## config.mk

```make
export PLATFORM = sky130hd
export DESIGN_NAME = hazard_ctrl_mc
export DESIGN_NICKNAME = d
export VERILOG_FILES = /design/src/rtl/hazard_ctrl_mc.sv
export SDC_FILE = /design/constraint.sdc
export NUM_CORES = 1
export LEC_CHECK = 0
export ABC_AREA = 0
export CAP_MARGIN = 30
export CORE_MARGIN = 1.5
export CORE_UTILIZATION = 35
export CTS_CLUSTER_DIAMETER = 80
export DETAILED_ROUTE_END_ITERATION = 8
export MAX_ROUTING_LAYER = met4
export PLACE_DENSITY = 0.64
export REMOVE_ABC_BUFFERS = 1
export SETUP_SLACK_MARGIN = 0.5
export SYNTH_ARGS = -nofsm -noshare
export SYNTH_HDL_FRONTEND = slang
export SYNTH_SLANG_ARGS = --single-unit
export TNS_END_PERCENT = 50
```

## constraint.sdc

```tcl
create_clock -name clk -period 4.3 [get_ports clk]
set_clock_uncertainty 0.2 [all_clocks]
set_input_delay 0.86 -clock clk [delete_from_list [all_inputs] [get_ports clk]]
set_output_delay 0.86 -clock clk [all_outputs]
set_load 0.005 [all_outputs]
```

## src/rtl/hazard_ctrl_mc.sv

```systemverilog
// Hazard unit for a 5-stage pipeline with a multi-cycle execute unit.
// Provides operand forwarding, load-use stall detection, and a stall FSM
// that holds a mul/div op in Execute for MC_LAT cycles. It also keeps
// saturating stall and flush performance counters.
module hazard_ctrl_mc #(
  parameter int REG_W  = 5,
  parameter int MC_LAT = 4,
  parameter int CNT_W  = 16
) (
  input  logic             clk,
  input  logic             rst,
  input  logic [REG_W-1:0] Rs1D,
  input  logic [REG_W-1:0] Rs2D,
  input  logic [REG_W-1:0] Rs1E,
  input  logic [REG_W-1:0] Rs2E,
  input  logic [REG_W-1:0] RdE,
  input  logic [REG_W-1:0] RdM,
  input  logic [REG_W-1:0] RdW,
  input  logic             RegWriteM,
  input  logic             RegWriteW,
  input  logic             ResultSrcE0,
  input  logic [1:0]       PCSrcE,
  input  logic             McOpE,
  input  logic             ClrCnt,
  output logic             StallF,
  output logic             StallD,
  output logic             StallE,
  output logic             FlushD,
  output logic             FlushE,
  output logic             FlushM,
  output logic [1:0]       ForwardAE,
  output logic [1:0]       ForwardBE,
  output logic             McDone,
  output logic             McBusy,
  output logic [CNT_W-1:0] StallCnt,
  output logic [CNT_W-1:0] FlushCnt
);

  // Down-counter width: enough to hold MC_LAT-2, never narrower than one bit.
  localparam int CW = (MC_LAT > 1) ? $clog2(MC_LAT) : 1;
  localparam logic [CW-1:0] CNT_LOAD = CW'((MC_LAT > 1) ? (MC_LAT - 2) : 0);

  typedef enum logic {IDLE, BUSY} state_t;

  state_t          state, state_next;
  logic [CW-1:0]   cnt, cnt_next;
  logic            mc_stall, mc_done, lw_stall, redirect;

  // Forwarding select: Memory-stage result wins over Writeback; x0 is never forwarded.
  always_comb begin
    ForwardAE = 2'b00;
    ForwardBE = 2'b00;
    if (RegWriteM && (RdM != '0) && (RdM == Rs1E))      ForwardAE = 2'b10;
    else if (RegWriteW && (RdW != '0) && (RdW == Rs1E)) ForwardAE = 2'b01;
    if (RegWriteM && (RdM != '0) && (RdM == Rs2E))      ForwardBE = 2'b10;
    else if (RegWriteW && (RdW != '0) && (RdW == Rs2E)) ForwardBE = 2'b01;
  end

  assign lw_stall = ResultSrcE0 && (RdE != '0) && ((RdE == Rs1D) || (RdE == Rs2D));

  // Multi-cycle FSM next state: the first MC_LAT-1 cycles stall, the last one signals done.
  always_comb begin
    state_next = state;
    cnt_next   = cnt;
    mc_stall   = 1'b0;
    mc_done    = 1'b0;
    case (state)
      IDLE: begin
        if (McOpE) begin
          if (MC_LAT > 1) begin
            mc_stall   = 1'b1;
            cnt_next   = CNT_LOAD;
            state_next = BUSY;
          end else begin
            mc_done = 1'b1;
          end
        end
      end
      BUSY: begin
        if (!McOpE) begin
          state_next = IDLE;
        end else if (cnt != '0) begin
          mc_stall = 1'b1;
          cnt_next = cnt - CW'(1);
        end else begin
          mc_done    = 1'b1;
          state_next = IDLE;
        end
      end
      default: state_next = IDLE;
    endcase
  end

  // FSM state register.
  always_ff @(posedge clk) begin
    if (rst) begin
      state <= IDLE;
      cnt   <= '0;
    end else begin
      state <= state_next;
      cnt   <= cnt_next;
    end
  end

  // Stall/flush outputs, all forced low while reset is held.
  always_comb begin
    redirect = (PCSrcE != 2'b00) && !mc_stall;
    StallF   = 1'b0;
    StallD   = 1'b0;
    StallE   = 1'b0;
    FlushD   = 1'b0;
    FlushE   = 1'b0;
    FlushM   = 1'b0;
    McDone   = 1'b0;
    if (!rst) begin
      StallF = lw_stall | mc_stall;
      StallD = lw_stall | mc_stall;
      StallE = mc_stall;
      FlushM = mc_stall;
      FlushD = redirect;
      FlushE = (lw_stall | redirect) & !mc_stall;
      McDone = mc_done;
    end
  end

  assign McBusy = (state == BUSY);

  // Saturating performance counters; clear beats increment.
  always_ff @(posedge clk) begin
    if (rst || ClrCnt) begin
      StallCnt <= '0;
      FlushCnt <= '0;
    end else begin
      if (StallF && (StallCnt != '1)) StallCnt <= StallCnt + CNT_W'(1);
      if (FlushD && (FlushCnt != '1)) FlushCnt <= FlushCnt + CNT_W'(1);
    end
  end

endmodule
```

==> summary.txt <==
STA
  – Final period util: 88.0%
  – Least-Margin Pin Slew: 575 ps
  – Setup TNS Final: 0 ps
  – RSZ-0062 raised after global routing: true
  – Final max-slew violation count: 0
  – Final setup viols: 0
  – Max Freq: 264 MHz
  – Clock period minus worst slack: 3780 ps
  – Slew Limit Headroom: 61.7%
  – Final Hold Viols: 0

Detailed routing
  – DRT iter0 DRCs: 37
  – Post-route DRC: 0
  – Wirelength per Cell: 13.6 µm
  – Via count: 2147
  – Post-Route WL: 5730 µm
  – Via-per-instance ratio: 5.10
  – Met3 WL post-DR: 587 µm
  – ANT nets after route: 0
  – Met2 WL: 2570 µm
  – Max Used Layer: met4
  – 1st-pass router iterations: 4
  – M1 WL: 2540 µm

Die
  – Die height: 81.5 µm
  – Die Wd: 81.5 µm
  – # IOs: 88
  – Starting density of the core: 36.4%
  – Total die area: 6640 µm²
  – Row Count: 28
  – Core Footprint: 5920 µm²

Global route
  – Largest net degree at the start of global routing: 31
  – Initial antenna violation count: 0
  – Vias in the first global route: 2023
  – Global-route wire length before repair: 9080 µm
  – Gr ovfl total: 0
  – Gr usage total: 17.9%

Synth
  – Top cell type by total area after synthesis: dfxtp_1
  – Post-Syn Instances: 258
  – Post-Syn Area: 2160 µm²
  – Cell variety after synth: 44
  – Asr flop ratio synth: 0%
  – Synth Register Bits: 35
  – Sequential cell area fraction in the yosys report: 32.5%
  – Proportion of netlist area held by the largest area contributor: 32.5%
  – Synth top area cells: dfxtp_1 32%, xor2_1 11%, xnor2_1 7.7%
  – Syn Area/Cell: 8.36 µm²
  – Ys flop type: dfxtp_1
  – Yosys warns: 0
  – Post-synth EDFFs: 0

Critical path
  – Critical path type: in -> out
  – CP required: 3240 ps
  – Crit path DAT: 2720 ps
  – Most frequent CP cell: nor4_1
  – Critical path peak fanout: 3
  – Crit path launch type: input pin
  – Setup crit end kind: output pin
  – Slowest cell on crit path: or4_1
  – CP peak stage delay: 560 ps
  – Crit path cell chain: clkdlybuf4s50_1 > or4_1 > o21ai_2 > nor4_1 > nor4_1 > dlygate4sd2_1

Clocking
  – Htree depth: 2
  – CTS buffer count: 5
  – Clock sink total: 35
  – Clock transition at the registers of the reported paths: 70 ps
  – Clock tree from TritonCTS: done
  – Clk_lat worst skew: 280 ps
  – Max Root-Sink Buffers: 2
  – Root Driver: clkbuf_8

Placed design
  – Dpl hpwl: 4350 µm
  – # port buffers: 87
  – Routability Congestion: 0.795

Cells and area
  – Commonest non-fill, non-tap cell in the layout: clkdlybuf4s50_1
  – Layout area overhead: 48.7%
  – Most frequent cells in the layout: 77 x clkdlybuf4s50_1, 35 x dfxtp_1, 27 x xor2_1, 25 x nor2_1
  – Layout cells sized above 1: 9.83%
  – Antenna diodes: 0
  – Final nets: 392

Job
  – Max_cap viols: 0

Pwr
  – Switching share of power: 24.3%
  – Logic pwr share: 17.6%
  – VDD IR max: 0.000138 V
  – Overall Power: 0.000720 W
  – Part of the power in the clock network: 36.7%
  – Sw power: 0.000175 W
  – Int Power: 0.000545 W
  – Sequential Power Share: 45.6%
  – Power Density: 224 nW/µm²
  – Leakage: 1.10 nW

Status
  – Status: finished, final reports clean

Hold path
  – Worst hold path type: reg -> reg
kinds of logic after synthesis:
family          share of synthesized area [%]
simple gates                             27.2
compound gates                           15.1
mux                                     0.928
flops                                    32.5
fa+ha+maj                                1.74
xor+xnor                                 18.7
buf+inv                                  3.89
layer usage:
layer / track usage, % / vias to the layer above
met3: 5.89 / 5
li1: - / 1092
met2: 30.7 / 68
met1: 19.8 / 982
met4: 4.66 / 0
met5: - / -
per-stage QoR:
stage	instances	setup WS (ps)	area, µm²	hold WS [ps]	util (%)
final	421	516	3210	293	54.2
after global routing	421	457	3210	305	54.2
after CTS	420	403	3180	297	53.6
after detailed placement	412	154	3070	286	51.9
after global placement	412	235	3070	269	51.9
after floorplan	250	1250	2110	247	-
layout make-up:
type / count / area [µm²]
fill: 566 / 2710
multi-input combinational: 206 / 1400
timing repair buffer: 88 / 885
sequential: 35 / 701
clock buffer: 8 / 100
tap: 75 / 93.8
inverter: 9 / 33.8
sequential cells by signal, summed over array words and instances (netlist names):
signal / cells
cnt: 2
FlushCnt: 16
StallCnt: 16
McBusy: 1
critical path: cells and delay by family:
kind | cells | cell delay, ps
AND/OR/NAND/NOR | 3 | 920
AO/OA/AOI/OAI | 1 | 190
buffers and inverters | 2 | 750
path summary, 6_finish.rpt:
path | startpoint | slack (ps) | end | depth (start not counted)
setup reg to reg | StallCnt[0]$_SDFFE_PP0P_ | 1950 | StallCnt[11]$_SDFFE_PP0P_ | 7
hold / removal | cnt[1]$_SDFFE_PP0P_ | 290 | cnt[1]$_SDFFE_PP0P_ | 2
hold reg to reg | cnt[1]$_SDFFE_PP0P_ | 290 | cnt[1]$_SDFFE_PP0P_ | 2
setup / recovery | RdM[2] | 520 | ForwardAE[0] | 6
power by group through the flow:
stage / clock, W / combinational [W] / sequential, W
floorplan: 0 / 0.0000532 / 0.000336
global placement: 0 / 0.000125 / 0.000336
detailed placement: 0 / 0.000125 / 0.000336
CTS: 0.000272 / 0.000126 / 0.000329
global route: 0.000285 / 0.000137 / 0.000329
finish: 0.000264 / 0.000127 / 0.000329
cells in the mapped netlist, types with 2 or more instances:
cell type,instances
dfxtp_1,35
xor2_1,27
nor2_1,26
nand3_1,19
xnor2_1,19
nand2_1,18
a21oi_1,15
o21ai_0,12
inv_1,9
or4_1,8
nand4_1,5
nor3_1,5
nor4_1,5
or3_1,5
or3_2,5
a21oi_2,3
and3_1,3
and4_1,3
buf_4,3
clkbuf_1,3
ha_1,3
mux2i_1,2
o21ai_1,2
o31ai_1,2
or2_2,2
repair_timing:
item / 4_1_cts / 5_1_grt
setup endpoints to repair: 5 / 6
hold buffers: 0 / 0
buffers inserted: 0 / 1
resized for setup: 8 / 10
pin swaps: 1 / 2
No activity file was read; power rests on OpenSTA's default activity.
